[src/rtl/fb_port_arbiter.sv]
// Single-port framebuffer arbiter: scanout reads, plotter writes, clear engine.
// Grants at most one RAM access per cycle and drives registered mem_* outputs.
module fb_port_arbiter #(
    parameter int                 ADDR_W     = 19,
    parameter int                 DATA_W     = 8,
    parameter int                 DEPTH      = 307200,
    parameter logic [DATA_W-1:0]  CLR_VALUE  = '0,
    parameter int                 STARVE_MAX = 1023
) (
    input  logic              clk,
    input  logic              rst,
    input  logic              sc_req,
    input  logic [ADDR_W-1:0] sc_addr,
    output logic [DATA_W-1:0] sc_rdata,
    output logic              sc_rvalid,
    input  logic              pl_valid,
    input  logic [ADDR_W-1:0] pl_addr,
    input  logic [DATA_W-1:0] pl_wdata,
    output logic              pl_ready,
    input  logic              clr_start,
    output logic              clr_busy,
    output logic              clr_done,
    output logic              starve_flag,
    output logic              mem_en,
    output logic              mem_we,
    output logic [ADDR_W-1:0] mem_addr,
    output logic [DATA_W-1:0] mem_wdata,
    input  logic [DATA_W-1:0] mem_rdata
);

    localparam int                SW    = $clog2(STARVE_MAX + 1);
    localparam logic [ADDR_W-1:0] LAST  = ADDR_W'(DEPTH - 1);
    localparam logic [SW-1:0]     SMAX  = SW'(STARVE_MAX);

    typedef enum logic {S_IDLE, S_CLEAR} state_e;

    state_e            state_q, state_d;
    logic [ADDR_W-1:0] caddr_q, caddr_d;
    logic              en_q, en_d, we_q, we_d;
    logic [ADDR_W-1:0] addr_q, addr_d;
    logic [DATA_W-1:0] wdata_q, wdata_d;
    logic              v1_q, rv_q;
    logic              done_q, done_d;
    logic [SW-1:0]     cnt_q, cnt_d;
    logic              flag_q, flag_d;
    logic              clr_go, clr_last, pl_go, stall;

    always_ff @(posedge clk) begin
        if (rst) state_q <= S_IDLE;
        else     state_q <= state_d;
    end

    always_comb begin
        state_d = state_q;
        case (state_q)
            S_IDLE:  if (clr_start) state_d = S_CLEAR;
            S_CLEAR: if (clr_go && clr_last) state_d = S_IDLE;
            default: state_d = S_IDLE;
        endcase
    end

    always_comb begin
        pl_ready = !rst && !sc_req && (state_q == S_IDLE);
        clr_busy = (state_q == S_CLEAR);
        clr_go   = (state_q == S_CLEAR) && !sc_req;
        clr_last = (caddr_q == LAST);
        pl_go    = pl_valid && pl_ready;
        stall    = pl_valid && !pl_ready;
    end

    // One grant per cycle: scanout, then clear, then plotter.
    always_comb begin
        en_d    = 1'b0;
        we_d    = 1'b0;
        addr_d  = addr_q;
        wdata_d = wdata_q;
        done_d  = 1'b0;
        caddr_d = caddr_q;
        if (sc_req) begin
            en_d   = 1'b1;
            addr_d = sc_addr;
        end else if (clr_go) begin
            en_d    = 1'b1;
            we_d    = 1'b1;
            addr_d  = caddr_q;
            wdata_d = CLR_VALUE;
            done_d  = clr_last;
            caddr_d = clr_last ? '0 : caddr_q + 1'b1;
        end else if (pl_go) begin
            en_d    = 1'b1;
            we_d    = 1'b1;
            addr_d  = pl_addr;
            wdata_d = pl_wdata;
        end
    end

    always_comb begin
        cnt_d = '0;
        if (stall) cnt_d = (cnt_q == SMAX) ? cnt_q : cnt_q + 1'b1;
        flag_d = flag_q || (cnt_d == SMAX);
    end

    always_ff @(posedge clk) begin
        if (rst) begin
            caddr_q <= '0;
            en_q    <= 1'b0;
            we_q    <= 1'b0;
            addr_q  <= '0;
            wdata_q <= '0;
            v1_q    <= 1'b0;
            rv_q    <= 1'b0;
            done_q  <= 1'b0;
            cnt_q   <= '0;
            flag_q  <= 1'b0;
        end else begin
            caddr_q <= caddr_d;
            en_q    <= en_d;
            we_q    <= we_d;
            addr_q  <= addr_d;
            wdata_q <= wdata_d;
            v1_q    <= sc_req;
            rv_q    <= v1_q;
            done_q  <= done_d;
            cnt_q   <= cnt_d;
            flag_q  <= flag_d;
        end
    end

    assign mem_en      = en_q;
    assign mem_we      = we_q;
    assign mem_addr    = addr_q;
    assign mem_wdata   = wdata_q;
    assign sc_rvalid   = rv_q;
    assign sc_rdata    = mem_rdata;
    assign clr_done    = done_q;
    assign starve_flag = flag_q;

endmodule

[config.mk]
export PLATFORM = sky130hd
export DESIGN_NAME = fb_port_arbiter
export DESIGN_NICKNAME = d
export VERILOG_FILES = /design/src/rtl/fb_port_arbiter.sv
export SDC_FILE = /design/constraint.sdc
export NUM_CORES = 1
export LEC_CHECK = 0
export CAP_MARGIN = 5
export CORE_ASPECT_RATIO = 0.6
export CORE_UTILIZATION = 41
export CTS_CLUSTER_SIZE = 10
export DETAILED_ROUTE_END_ITERATION = 8
export HOLD_SLACK_MARGIN = 0.05
export PLACE_DENSITY = 0.83
export SKIP_CTS_REPAIR_TIMING = 1
export SLEW_MARGIN = 20
export SYNTH_ARGS = -nofsm -noshare
export SYNTH_HDL_FRONTEND = slang
export SYNTH_SLANG_ARGS = --single-unit
[constraint.sdc]
create_clock -name clk -period 2 [get_ports clk]
set_input_delay 0.3 -clock clk [delete_from_list [all_inputs] [get_ports clk]]
set_output_delay 0.3 -clock clk [all_outputs]
set_load 0.01 [all_outputs]
======== Yosys cells after proc, flatten, opt, wreduce, memory -nomap -nowiden ========
Index checks and enable logic that the tools add are counted.
Widths: inputs -> output; s select.
cells by class
  muxes and demuxes ....................... 14
  add/subtract/negate cells ............... 2
  bitwise gates (word level) .............. 3
  equality and inequality tests ........... 3
  reduce and logical (&&, ||, !) cells .... 16
operator list
  kind                   count
  $mux 19                4
  $eq 10x10->1 const B   2
  $mux 10                2
  $add 19x1->19 const B  1
  $eq 19x19->1 const B   1
  $mux 8                 2
  $add 10x1->10 const B  1
  $logic_and 1x1->1      6
  $mux 1                 5
  $reduce_and 2->1       2
  $logic_not 1->1        3
  $not 1->1              3
  $reduce_bool 3->1      1
  $reduce_or 3->1        1
  $pmux 1 s2             1
  $reduce_bool 2->1      1
  $reduce_or 2->1        1
  $logic_or 1x1->1       1
storage, ports and cells
  output and inout port bits .............. 42
  register bits after elaboration ......... 63
  input port bits ......................... 59
  word-level logic and storage cells ...... 49

======== Logic depth before layout (Yosys ltp) ========
  depth in word-level cells ............... 8
  gate-level depth with buffers ........... 8
  depth with buffers taken out ............ 6

======== Least setup slack after synthesis ========
No wires, ideal clock.
  kind .................................... register to register
  from .................................... register cnt_q[0]
  to ...................................... register flag_q (netlist: starve_flag)
  period minus slack after synthesis ...... 1.866 ns
  required time ........................... 1.912 ns
  data arrival time ....................... 1.778 ns
  slack ................................... 0.134 ns
  setup time .............................. 0.088 ns
  cell stages (with the launch flop) ...... 8
  path through ............................ dfxtp_1 > ha_1 > buf_6 > and3_1 > buf_6 > a31oi_1 > or4_1 > o32ai_2
on the way
  word-level cells in the longest chain between the ends .. 5
  elaborated cells on any way between the ends .. 6
  those cells by class .................... 1 x add/sub; 2 x eq/ne; 2 x mux; 1 x reduce/logical
RTL lines
  item                                                  RTL line  text
  from (decl)                                           44        logic [SW-1:0] cnt_q, cnt_d;
  from (signal assigned)                                124       cnt_q <= cnt_d;
  $add 10x1->10 / $eq 10x10->1 (equally long branches)  99        if (stall) cnt_d = (cnt_q == SMAX) ? cnt_q : cnt_q + 1'b1;
  $mux 10 (*) (2 in a row)                              99
  $eq 10x10->1 (*)                                      100       flag_d = flag_q || (cnt_d == SMAX);
  $logic_or 1x1->1 (*)                                  100
  to (signal assigned)                                  125       flag_q <= flag_d;
  to (decl)                                             45        logic flag_q, flag_d;
Every way passes the cells marked *; elsewhere a longest branch is shown, timed or not.
A chain may end at the register's enable or synchronous reset.

======== Worst setup path after layout ========
  from .................................... register state_q (netlist: clr_busy)
  to ...................................... output port clr_busy
RTL lines
  item                    RTL line  text
  from (decl)             37        state_e state_q, state_d;
  from (signal assigned)  50        else state_q <= state_d;
  to (decl)               21        output logic clr_busy,
No word-level cell between the ends.

==> run_results.csv <==
group,metric,value,unit
clock_tree,h-tree-depth,3,
critical_path,critPathMaxStageDelay,0.65,ns
route,finalWirelength,8420,um
floorplanning,die_area,7820,sq um
power_and_ir_drop,power_switching,735,uW
finish,fill_cells,576,
critical_path,r2r_cells,5,
clock_tree,root_buffer,"clkbuf_16",
placement,dpl.cell_count,554,
clock_tree,cts_sinks,63,
status,status,"finished clean",
logic_synthesis,yosysSeqAreaShare,0.412,
global_routing,grt_pass1_vias,2661,
finish,register_area,1260,sq um
placement,place.port_buffers,84,
global_routing,track_usage,0.222,
logic_synthesis,synth_nets,441,
power_and_ir_drop,p_sw_frac,0.217,
clock_tree,cts_tree,"built",
floorplanning,die_h,68.9,um
sta,hold_violations,0,
logic_synthesis,synth_area_leader_cell,"dfxtp_1",
sta,setup_violations,0,
run,cap_violations,0,
logic_synthesis,syn_inst,380,
placement,dp_hpwl,6180,um
critical_path,slowest_stage,"dfxtp_1",
power_and_ir_drop,clockPowerShare,0.484,
critical_path,r2r_slack,0.15,ns
critical_path,cp_num_cells,1,
finish,fin_nets,526,
sta,setup_ws,0.0904,ns
hold_path,worstHoldPathType,"flop to flop",
floorplanning,io_pins,101,
sta,finalCriticalPeriod,1.91,ns
finish,diodes,0,
logic_synthesis,yosysWarnings,0,
critical_path,crit_buf_inv,1,
clock_tree,worstSkewPairLatency,0.32,ns
critical_path,end_kind,"output pin",
route,num_vias,3012,
critical_path,crit_start,"clr_busy$_SDFF_PP0_",
sta,worstMarginPinSlew,0.652,ns
finish,layout.cells.most_common_list,"clkdlybuf4s50_1 (83), nand2_1 (72), dfxtp_1 (63)",
floorplanning,core_region_area,6940,sq um
sta,min_period_over_period,0.955,
power_and_ir_drop,leakage,1.64,nW
critical_path,worstSetupEndpoint,"clr_busy",
route,antenna_left,0,
clock_tree,clkTransAtPathRegs,0.05,ns
critical_path,path_delay_family,"flip-flops",
critical_path,reg2reg_from,"cnt_q[0]$_SDFF_PP0_",
floorplanning,start_util,0.441,
sta,drv_slew,0,
floorplanning,fp.dieW,114,um
power_and_ir_drop,vdd_drop_max,324,uV
logic_synthesis,syn_area_per_cell,8.05,sq um
logic_synthesis,synthesis.area,3060,sq um
logic_synthesis,synth_cell_type_count,40,
logic_synthesis,synthTopCellsByArea,"dfxtp_1 (41%), nand2_1 (8.8%), mux2i_1 (6.9%)",
global_routing,grt_start_max_net_pins,23,
power_and_ir_drop,intPower,2.65,mW
logic_synthesis,ys_ff_latch,63,
critical_path,r2r-end,"starve_flag$_SDFF_PP0_",
global_routing,grt_pass1_wl,12900,um
finish,multi_input_area,1600,sq um
finish,syn_to_final_growth,41.9,%
finish,layout-drive-gt1-share,0.0917,
sta,fin_worst_skew,0.00934,ns
sta,rsz0062_at_grt,"no",
clock_tree,clock_path_buffers,2,
sta,timing.fmax,524,MHz
route,drc,0,
route,wl_per_cell,14.8,um
route,drt_iter0_markers,270,
floorplanning,placementRows,23,
finish,fin_cells,569,
global_routing,antenna_found_initial,0,
sta,slew_headroom,0.565,
critical_path,critPathArrivalTime,1.61,ns
clock_tree,cts_buffers,9,
critical_path,worst_setup_path_start_kind,"flop",
critical_path,cp_max_fo,13,
power_and_ir_drop,seq_power_share,0.392,
route,drtPass1Iterations,5,
route,vias_per_cell,5.29,
critical_path,path_cells,"clkdlybuf4s50_1",
power_and_ir_drop,power_density,780,nW/um^2
critical_path,critPathKind,"flop to output pin",
global_routing,overflow,0,
critical_path,cp.required,1.70,ns
placement,dp_slack,-0.0264,ns
finish,final_common_cell,"clkdlybuf4s50_1",
logic_synthesis,synth_top_area_share,0.412,
power_and_ir_drop,p_comb_frac,0.124,
placement,routabilityCongestion,0.975,
per-layer routing:
| layer | up-vias | global-route usage | wire (um) | share of wire |
|---|---|---|---|---|
| met5 | - | 0 | 0 | 0 |
| met4 | 0 | 0.0609 | 123 | 0.015 |
| met1 | 1370 | 0.282 | 3750 | 0.44 |
| met3 | 13 | 0.0865 | 928 | 0.11 |
| li1 | 1460 | - | - | - |
| met2 | 169 | 0.355 | 3620 | 0.43 |
stage by stage:
| stage | utilization | TNS (ns) | power [mW] | hold slack, ns | cell area (sq um) |
|---|---|---|---|---|---|
| after global routing | 0.626 | 0 | 3.51 | 0.472 | 4340 |
| after CTS | 0.625 | -0.0290 | 3.41 | 0.453 | 4330 |
| after global placement | 0.580 | -0.0417 | 1.76 | 0.422 | 4020 |
| after detailed placement | 0.580 | -0.0517 | 1.77 | 0.446 | 4020 |
| after floorplan | - | 0 | 1.54 | 0.414 | 3060 |
| final | 0.626 | 0 | 3.39 | 0.452 | 4340 |
power by group through the flow:
stage	Sequential (mW)	Combinational, mW	Clock (mW)
6_report	1.33	0.419	1.64
4_1_cts	1.33	0.420	1.66
3_3_place_gp	1.35	0.408	0
5_1_grt	1.33	0.453	1.73
2_1_floorplan	1.36	0.178	0
3_5_place_dp	1.35	0.417	0
registers in the layout (all words and copies together), names as in the netlist:
name,cells
clr_busy,1
mem_wdata,8
mem_addr,19
cnt_q,10
caddr_q,19
clr_done,1
sc_rvalid,1
starve_flag,1
v1_q,1
mem_we,1
mem_en,1
how the worst min path moves through the flow:
| stage | to | cells past startpoint | from | slack [ns] |
|---|---|---|---|---|
| finish | mem_addr[0]$_SDFFE_PP0P_ | 2 | mem_addr[0]$_SDFFE_PP0P_ | 0.45 |
| global route | mem_addr[13]$_SDFFE_PP0P_ | 2 | mem_addr[13]$_SDFFE_PP0P_ | 0.47 |
| CTS | mem_addr[2]$_SDFFE_PP0P_ | 2 | mem_addr[2]$_SDFFE_PP0P_ | 0.45 |
| detailed placement | mem_addr[2]$_SDFFE_PP0P_ | 2 | mem_addr[2]$_SDFFE_PP0P_ | 0.45 |
| global placement | sc_rvalid$_SDFF_PP0_ | 1 | v1_q$_SDFF_PP0_ | 0.42 |
| floorplan | sc_rvalid$_SDFF_PP0_ | 1 | v1_q$_SDFF_PP0_ | 0.41 |
final cells by class:
type	count	area share
multi-input combinational	282	0.368
clock buffer	11	0.0559
sequential	63	0.290
clock inverter	4	0.0161
tap	100	0.0288
inverter	3	0.00259
timing repair buffer	106	0.238
cell families after synthesis:
family / count (synthesis) / share of synthesized area
muxes: 22 / 0.0724
xor gates and xnor gates: 20 / 0.0573
and+or+nand+nor: 171 / 0.254
adders and majority gates: 2 / 0.00818
AOI/OAI and AO/OA: 67 / 0.127
DFF: 63 / 0.412
buffers and inverters: 35 / 0.0687
synthesized netlist by cell type (all sizes together):
| cell type | instances |
|---|---|
| nor3b | 1 |
| nand3 | 18 |
| nand4 | 6 |
| and2b | 1 |
| buf | 16 |
| xnor2 | 8 |
| and3 | 6 |
| clkbuf | 16 |
| a21boi | 1 |
| nor4b | 1 |
| o22ai | 1 |
| a211oi | 2 |
| or3 | 2 |
| inv | 3 |
| or4 | 1 |
| xor2 | 12 |
| a21oi | 26 |
| a22oi | 8 |
| nor2 | 41 |
| o21ai | 22 |
| a31oi | 3 |
| nor3 | 8 |
| or2 | 1 |
| and4b | 2 |
| mux2i | 21 |
| dfxtp | 63 |
| nand2 | 72 |
| and4 | 3 |
| ha | 2 |
| and2 | 2 |
| nor2b | 4 |
| mux2 | 1 |
| o32ai | 2 |
| nand2b | 2 |
| o21bai | 2 |
Power figures use the tool's default switching activity.
